`config.mk`:
```
export PLATFORM = sky130hd
export DESIGN_NAME = bus_arbiter_flat
export DESIGN_NICKNAME = d
export VERILOG_FILES = /design/src/rtl/bus_arbiter_pkg.sv /design/src/rtl/bus_arbiter_if.sv /design/src/rtl/bus_arbiter_rr_picker.sv /design/src/rtl/bus_arbiter.sv /design/src/flat_wrapper.sv
export SDC_FILE = /design/constraint.sdc
export NUM_CORES = 1
export LEC_CHECK = 0
export CORE_AREA = 2 2 109 111
export DETAILED_ROUTE_END_ITERATION = 6
export DIE_AREA = 0 0 111 113
export GPL_TIMING_DRIVEN = 0
export PLACE_DENSITY = 0.84
export SLEW_MARGIN = 30
export SYNTH_ARGS = -nofsm -noshare
export SYNTH_HDL_FRONTEND = slang
export SYNTH_HIERARCHICAL = 1
export SYNTH_SLANG_ARGS = --single-unit
export TNS_END_PERCENT = 1
```
`constraint.sdc`:
```
create_clock -name clk -period 2.3 [get_ports clk]
set_input_delay 0.46 -clock clk [delete_from_list [all_inputs] [get_ports clk]]
set_output_delay 0.46 -clock clk [all_outputs]
set_load 0.01 [all_outputs]
```
`src/rtl/bus_arbiter_pkg.sv`:
```
// Shared types for the bus arbiter: bus transfer encodings, arbiter FSM states
// and the default requester count.
// Latency: n/a (types only).
// Backpressure: n/a.
package bus_arbiter_pkg;

  localparam int ARB_N_REQ = 2;

  // AHB-style transfer kind driven on bus_trans.
  typedef enum logic [1:0] {
    TRANS_IDLE   = 2'b00,
    TRANS_BUSY   = 2'b01,
    TRANS_NONSEQ = 2'b10,
    TRANS_SEQ    = 2'b11
  } transfer_kind;

  // Slave response returned with the data phase.
  typedef enum logic {
    RESP_OKAY  = 1'b0,
    RESP_ERROR = 1'b1
  } transfer_response;

  typedef enum logic [1:0] {
    ARB_IDLE,
    ARB_ADDR,
    ARB_DATA
  } arb_state;

endpackage

```
`src/rtl/bus_arbiter_if.sv`:
```
// Requester-side and bus-side signals of the bus arbiter in one bundle.
// Latency: n/a (wiring only).
// Backpressure: requesters hold req_valid until req_done; the bus stalls via bus_ready.
// Ports (modport master = the arbiter, modport slave = requesters plus bus controller):
//   req_valid/req_write/req_addr/req_wdata  per-requester request, slice i = [32*i+31:32*i]
//   req_grant/req_done/req_rdata/req_resp   grant, completion pulse and captured result
//   bus_trans/bus_write/bus_address/bus_write_data  address and data phase to the bus
//   bus_read_data/bus_ready/bus_response            data-phase return from the bus
interface bus_arbiter_if import bus_arbiter_pkg::*; #(
  parameter int N_REQ = ARB_N_REQ
);

  logic [N_REQ-1:0]    req_valid;
  logic [N_REQ-1:0]    req_write;
  logic [N_REQ*32-1:0] req_addr;
  logic [N_REQ*32-1:0] req_wdata;
  logic [N_REQ-1:0]    req_grant;
  logic [N_REQ-1:0]    req_done;
  logic [31:0]         req_rdata;
  logic                req_resp;

  logic [1:0]          bus_trans;
  logic                bus_write;
  logic [31:0]         bus_address;
  logic [31:0]         bus_write_data;
  logic [31:0]         bus_read_data;
  logic                bus_ready;
  logic                bus_response;

  modport master (
    input  req_valid, req_write, req_addr, req_wdata,
    input  bus_read_data, bus_ready, bus_response,
    output req_grant, req_done, req_rdata, req_resp,
    output bus_trans, bus_write, bus_address, bus_write_data
  );

  modport slave (
    output req_valid, req_write, req_addr, req_wdata,
    output bus_read_data, bus_ready, bus_response,
    input  req_grant, req_done, req_rdata, req_resp,
    input  bus_trans, bus_write, bus_address, bus_write_data
  );

endinterface

```
`src/rtl/bus_arbiter_rr_picker.sv`:
```
// Round-robin winner select: first set request bit after i_last_owner, wrapping.
// Latency: combinational.
// Backpressure: none; o_valid is low when no request is pending.
// Ports: i_req (request vector), i_last_owner (previous owner index),
//        o_winner (chosen index), o_valid (any request present).
module rr_picker import bus_arbiter_pkg::*; #(
  parameter int N_REQ = ARB_N_REQ,
  parameter int IDX_W = $clog2(N_REQ)
) (
  input  logic [N_REQ-1:0] i_req,
  input  logic [IDX_W-1:0] i_last_owner,
  output logic [IDX_W-1:0] o_winner,
  output logic             o_valid
);

  logic [IDX_W-1:0] w_cand;

  // Scan offsets 1..N_REQ so the previous owner is considered last.
  always_comb begin
    o_winner = '0;
    o_valid  = 1'b0;
    w_cand   = '0;
    for (int k = 1; k <= N_REQ; k++) begin
      w_cand = IDX_W'((int'(i_last_owner) + k) % N_REQ);
      if (!o_valid && i_req[w_cand]) begin
        o_valid  = 1'b1;
        o_winner = w_cand;
      end
    end
  end

endmodule

```
`src/rtl/bus_arbiter.sv`:
```
// Round-robin arbiter sharing one AHB-style master port; one single transfer per grant.
// Latency: request seen in IDLE -> req_done 3 cycles later, +1 per bus wait state.
// Backpressure: data phase stalls on bus_ready; requesters hold req_valid until req_done.
// Ports: clk, rst (synchronous, active-high), bif (bus_arbiter_if.master, see interface).
// Optional build macro BUS_ARB_TIMEOUT_EN adds a data-phase watchdog of TIMEOUT_CYCLES.
module bus_arbiter import bus_arbiter_pkg::*; #(
  parameter int N_REQ          = ARB_N_REQ,
  parameter int TIMEOUT_CYCLES = 64
) (
  input  logic          clk,
  input  logic          rst,
  bus_arbiter_if.master bif
);

  localparam int IDX_W = $clog2(N_REQ);

  arb_state         r_state;
  arb_state         w_state_nxt;
  logic [IDX_W-1:0] r_owner;
  logic [IDX_W-1:0] r_last_owner;
  logic             r_write;
  logic [31:0]      r_addr;
  logic [31:0]      r_wdata;
  logic [31:0]      r_rdata;
  transfer_response r_resp;
  logic [N_REQ-1:0] r_grant;
  logic [N_REQ-1:0] r_done;

  logic [IDX_W-1:0] w_pick_idx;
  logic             w_pick_vld;
  logic             w_start;
  logic             w_finish;
  logic             w_timeout;
  logic [31:0]      w_req_addr  [N_REQ];
  logic [31:0]      w_req_wdata [N_REQ];

  // Unpack the flat per-requester buses so the owner can be indexed directly.
  for (genvar g = 0; g < N_REQ; g++) begin : g_slice
    assign w_req_addr[g]  = bif.req_addr[32*g +: 32];
    assign w_req_wdata[g] = bif.req_wdata[32*g +: 32];
  end

  rr_picker #(
    .N_REQ (N_REQ),
    .IDX_W (IDX_W)
  ) u_picker (
    .i_req        (bif.req_valid),
    .i_last_owner (r_last_owner),
    .o_winner     (w_pick_idx),
    .o_valid      (w_pick_vld)
  );

`ifdef BUS_ARB_TIMEOUT_EN
  localparam int CNT_W = $clog2(TIMEOUT_CYCLES + 1);

  logic [CNT_W-1:0] r_wait_cnt;
  logic [CNT_W-1:0] w_wait_cnt_inc;

  assign w_wait_cnt_inc = r_wait_cnt + 1'b1;
  // Fires on the wait cycle that would bring the count to the limit; a ready
  // on that same cycle takes precedence in the completion logic.
  assign w_timeout = (r_state == ARB_DATA) && !bif.bus_ready &&
                     (w_wait_cnt_inc == CNT_W'(TIMEOUT_CYCLES));

  always_ff @(posedge clk) begin
    if (rst) begin
      r_wait_cnt <= '0;
    end else if (r_state == ARB_ADDR) begin
      r_wait_cnt <= '0;
    end else if (r_state == ARB_DATA && !bif.bus_ready) begin
      r_wait_cnt <= w_wait_cnt_inc;
    end
  end
`else
  // Without the watchdog the data phase waits for bus_ready indefinitely;
  // TIMEOUT_CYCLES has no effect in this build.
  assign w_timeout = 1'b0;
  if (TIMEOUT_CYCLES < 1) begin : g_no_watchdog
  end
`endif

  // Next-state logic.
  always_comb begin
    w_state_nxt = r_state;
    w_start     = 1'b0;
    w_finish    = 1'b0;
    case (r_state)
      ARB_IDLE: begin
        if (w_pick_vld) begin
          w_start     = 1'b1;
          w_state_nxt = ARB_ADDR;
        end
      end
      ARB_ADDR: begin
        w_state_nxt = ARB_DATA;
      end
      ARB_DATA: begin
        if (bif.bus_ready || w_timeout) begin
          w_finish    = 1'b1;
          w_state_nxt = ARB_IDLE;
        end
      end
      default: begin
        w_state_nxt = ARB_IDLE;
      end
    endcase
  end

  always_ff @(posedge clk) begin
    if (rst) begin
      r_state <= ARB_IDLE;
    end else begin
      r_state <= w_state_nxt;
    end
  end

  // Transfer context, grant and completion registers.
  always_ff @(posedge clk) begin
    if (rst) begin
      r_owner      <= '0;
      r_last_owner <= IDX_W'(N_REQ - 1);
      r_write      <= 1'b0;
      r_addr       <= '0;
      r_wdata      <= '0;
      r_rdata      <= '0;
      r_resp       <= RESP_OKAY;
      r_grant      <= '0;
      r_done       <= '0;
    end else begin
      r_done <= '0;
      if (w_start) begin
        // Request fields are sampled once here; later changes wait for the next IDLE.
        r_owner <= w_pick_idx;
        r_write <= bif.req_write[w_pick_idx];
        r_addr  <= w_req_addr[w_pick_idx];
        r_wdata <= w_req_wdata[w_pick_idx];
        r_grant <= N_REQ'(1) << w_pick_idx;
      end
      if (w_finish) begin
        r_grant      <= '0;
        r_done       <= N_REQ'(1) << r_owner;
        r_last_owner <= r_owner;
        if (bif.bus_ready) begin
          if (!r_write) begin
            r_rdata <= bif.bus_read_data;
          end
          r_resp <= transfer_response'(bif.bus_response);
        end else begin
          r_rdata <= '0;
          r_resp  <= RESP_ERROR;
        end
      end
    end
  end

  assign bif.req_grant      = r_grant;
  assign bif.req_done       = r_done;
  assign bif.req_rdata      = r_rdata;
  assign bif.req_resp       = r_resp;
  assign bif.bus_trans      = (r_state == ARB_ADDR) ? TRANS_NONSEQ : TRANS_IDLE;
  assign bif.bus_write      = r_write;
  assign bif.bus_address    = r_addr;
  assign bif.bus_write_data = r_wdata;

endmodule

```
`src/flat_wrapper.sv`:
```
// flat-port wrapper written by rule: the top's interface ports become plain ports
module bus_arbiter_flat import bus_arbiter_pkg::*;
#(
  parameter int N_REQ          = ARB_N_REQ,
  parameter int TIMEOUT_CYCLES = 64
)
  (clk, rst, bif_req_valid, bif_req_write, bif_req_addr, bif_req_wdata, bif_bus_read_data, bif_bus_ready, bif_bus_response, bif_req_grant, bif_req_done, bif_req_rdata, bif_req_resp, bif_bus_trans, bif_bus_write, bif_bus_address, bif_bus_write_data);
  bus_arbiter_if #(.N_REQ(N_REQ)) bif_i ();
  input  logic clk;
  input  logic rst;
  input wire logic [$bits(bif_i.req_valid)-1:0] bif_req_valid;
  input wire logic [$bits(bif_i.req_write)-1:0] bif_req_write;
  input wire logic [$bits(bif_i.req_addr)-1:0] bif_req_addr;
  input wire logic [$bits(bif_i.req_wdata)-1:0] bif_req_wdata;
  input wire logic [$bits(bif_i.bus_read_data)-1:0] bif_bus_read_data;
  input wire logic [$bits(bif_i.bus_ready)-1:0] bif_bus_ready;
  input wire logic [$bits(bif_i.bus_response)-1:0] bif_bus_response;
  output wire logic [$bits(bif_i.req_grant)-1:0] bif_req_grant;
  output wire logic [$bits(bif_i.req_done)-1:0] bif_req_done;
  output wire logic [$bits(bif_i.req_rdata)-1:0] bif_req_rdata;
  output wire logic [$bits(bif_i.req_resp)-1:0] bif_req_resp;
  output wire logic [$bits(bif_i.bus_trans)-1:0] bif_bus_trans;
  output wire logic [$bits(bif_i.bus_write)-1:0] bif_bus_write;
  output wire logic [$bits(bif_i.bus_address)-1:0] bif_bus_address;
  output wire logic [$bits(bif_i.bus_write_data)-1:0] bif_bus_write_data;
  assign bif_i.req_valid = bif_req_valid;
  assign bif_i.req_write = bif_req_write;
  assign bif_i.req_addr = bif_req_addr;
  assign bif_i.req_wdata = bif_req_wdata;
  assign bif_i.bus_read_data = bif_bus_read_data;
  assign bif_i.bus_ready = bif_bus_ready;
  assign bif_i.bus_response = bif_bus_response;
  assign bif_req_grant = bif_i.req_grant;
  assign bif_req_done = bif_i.req_done;
  assign bif_req_rdata = bif_i.req_rdata;
  assign bif_req_resp = bif_i.req_resp;
  assign bif_bus_trans = bif_i.bus_trans;
  assign bif_bus_write = bif_i.bus_write;
  assign bif_bus_address = bif_i.bus_address;
  assign bif_bus_write_data = bif_i.bus_write_data;
  bus_arbiter #(.N_REQ(N_REQ), .TIMEOUT_CYCLES(TIMEOUT_CYCLES)) u_core (.clk(clk), .rst(rst), .bif(bif_i));
endmodule
```
==> impl_metrics.ini <==
[detailed_routing]
wl_microns = 14300
ant_nets = 0
drt_pass1_iterations = 4
vias_per_cell = 4.96
drc_errors = 0
vias = 4463
initialDrtViolationCount = 222
wl_per_cell_microns = 15.9

[cts]
hold_buffers = 0
postCtsResizedCells = 0
post-cts-setup-buffers = 0
cts_buffer_depth = 2
numCtsBuffers = 9
cts_root_buffer = clkbuf_16
htreeDepth = 3
cts.clk_slew.worst_paths_ns = 0.07
cts_tree = built
clock_latency_ns = 0.34
cts_num_sinks = 106

[placement]
io_buffers = 269
pre_cts_ws_ns = -0.0852
dp_hpwl_microns = 11500
place.gp.congestion = 0.797

[critical_path]
start_kind = flip-flop
worstReg2RegEnd = u_core/bif.bus_write_data[17]$_SDFFE_PP0P_
regToRegSetupSlack_ns = 0.53
cp_slowest_cell = clkdlybuf4s50_1
r2r-start = u_core/r_last_owner$_SDFFE_PP1P_
cp.required_ns = 1.84
criticalPathCategory = reg2out
crit_arrival_ns = 1.62
worstRegToRegCells = 6
crit_chain = nor2b_1, buf_4, clkdlybuf4s50_1
cp-end-kind = output pin
critPathMaxFanout = 8
cpPeakStageDelay_ns = 0.53

[logic_synthesis]
async_reset_ff_share_pct = 0
ys_ff_latch = 106
synth-edff-count = 0
synth_ff_type = dfxtp_1
ys_seq_area_share_pct = 47.6
yosysWarnings = 6
synth.distinct_cells = 24
synth_cells = 471
synth_nets = 639
netlist_area_sq_um = 4460
syn_area_per_cell_sq_um = 9.47

[sta]
max-slew-margin-rel_pct = 51.8
fmax_mhz = 481
maxSlewViolCount = 0
fin_crit_sh_pct = 90.4
rsz0062_at_grt = false
clock_skew_ns = 0.0101
final.setup.worst_slack_ns = 0.221
worst_slew_pin_slew_ns = 0.722
fin_hold_ws_ns = 0.453
report.final.setup_viol = 0
finalHoldViolations = 0
fin_crit_ns = 2.08
fin_tns_setup_ns = 0

[power]
ir_drop_mv = 0.536
power_mw = 5.04
power.density_nw_per_um2 = 659
power.leakage_nw = 2.82

[floorplan]
die_width_microns = 111
die_h_microns = 113
initial_core_util_pct = 39.6
rows = 39
core_region_area_sq_um = 11300
dieArea_sq_um = 12500
io_pins = 272

[final_layout]
layout.nets = 919
regArea_sq_um = 2120
diodes = 0
fill_cells = 879
syn_to_final_growth_pct = 71.6
drive_gt1_share_pct = 10.3
multi_input_area_sq_um = 2120

[worst_hold_path]
hp-class = reg2reg
hp-start = u_core/bif.req_rdata[16]$_SDFFE_PP0P_
hold_end = u_core/bif.req_rdata[16]$_SDFFE_PP0P_
whs_path_depth = 2

[global_route]
antenna_found_initial = 0
grt_pass1_vias = 4584
grt_usage_pct = 22.4
grt_pass1_wl_microns = 22700
grt_max_degree = 19
grt_overflow = 0

[run_status]
outcome = finished clean

[job]
maxCapViolCount = 0
where the power goes:
group | total (mW) | internal [mW] | switching [mW]
Clock | 1.64 | 0.964 | 0.680
Sequential | 2.09 | 2.00 | 0.0919
Combinational | 1.31 | 0.742 | 0.566
Total | 5.04 | 3.71 | 1.34
sequential cells by signal, summed over array words and instances, names as in the netlist:
name / flops
u_core/bif.bus_address: 32
u_core/r_last_owner: 1
u_core/bif.req_rdata: 32
u_core/bif.req_grant: 2
u_core/bif.req_done: 2
u_core/r_owner: 1
u_core/r_state: 2
u_core/bif.bus_write: 1
u_core/bif.bus_write_data: 32
u_core/bif.req_resp: 1
cells in the final DEF, fill, tap and decap left out, drive strengths merged:
cell type / count
nand3b: 2
a21oi: 34
bufinv: 2
a211oi: 67
nor3: 1
nor4bb: 1
mux2i: 65
clkdlybuf4s50: 269
clkinvlp: 1
dfxtp: 106
clkbuf: 22
a21boi: 1
and3b: 1
inv: 3
clkinv: 1
buf: 31
nor2b: 1
nor2: 68
nand4bb: 1
nand2b: 1
conb: 1
or2: 1
or3b: 1
nor3b: 3
nand2: 72
worst max-delay path: cells and delay by family, from the launching register on:
| kind | cells | cell delay, ns |
|---|---|---|
| buffers and inverters | 2 | 0.65 |
| flip-flops | 1 | 0.43 |
| AND/OR/NAND/NOR | 1 | 0.20 |
how the worst max path moves through the flow:
| stage | start | to | slack [ns] | cells after the start |
|---|---|---|---|---|
| 6_report | u_core/r_state[0]$_SDFFE_PP0P_ | bif_bus_trans[1] | 0.22 | 3 |
| 5_1_grt | bif_req_valid[1] | u_core/bif.bus_write_data[17]$_SDFFE_PP0P_ | 0.13 | 7 |
| 4_1_cts | u_core/r_state[0]$_SDFFE_PP0P_ | bif_bus_trans[1] | 0.20 | 3 |
| 3_5_place_dp | bif_req_valid[1] | u_core/bif.bus_write_data[17]$_SDFFE_PP0P_ | -0.09 | 7 |
| 3_3_place_gp | bif_req_valid[1] | u_core/bif.bus_write_data[17]$_SDFFE_PP0P_ | -0.06 | 7 |
| 2_1_floorplan | bif_req_valid[1] | u_core/bif.bus_write_data[11]$_SDFFE_PP0P_ | 0.68 | 6 |
cell type report:
| class | count | share of cell area [%] |
|---|---|---|
| multi-input cells | 321 | 27.6 |
| clock buffers | 9 | 2.94 |
| repair buffers | 269 | 35.2 |
| plain buffers | 44 | 2.91 |
| well taps | 143 | 2.34 |
| flip-flops and latches | 106 | 27.7 |
| clock inverters | 7 | 1.29 |
per-layer routing:
| layer | vias up | wire length [microns] | global-route usage (%) |
|---|---|---|---|
| li1 | 2197 | - | - |
| met1 | 2049 | 5440 | 24.2 |
| met2 | 187 | 7230 | 40.3 |
| met3 | 30 | 1200 | 7.28 |
| met4 | 0 | 390 | 9.75 |
| met5 | - | 0 | 0 |
stage by stage:
stage                     utilization (%)  cell area (sq um)  instances
after global placement               65.0               7330        883
after floorplan                         -               4460        471
after detailed placement             65.0               7330        883
after global routing                 67.9               7660        899
after CTS                            67.9               7660        899
final                                67.9               7660        899
Yosys cell counts, drive strengths merged, types with 2 or more instances:
cell	n	area (sq um)
a211oi	67	653
buf	31	174
nand3b	2	15.0
clkbuf	13	48.8
nor3b	3	27.5
a21oi	34	170
dfxtp	106	2120
nand2	72	270
mux2i	65	651
nor2	68	255
kinds of logic (layout without fill, tap and decap cells):
kind of cell	after synthesis	after routing	share of synthesized area, %
mux	65	65	14.6
compound gates	102	102	18.6
other cells	1	1	0.0841
simple gates	153	153	14.1
flops	106	106	47.6
buf+inv	44	329	4.99
Note: power is estimated with default switching activity, not from simulation.
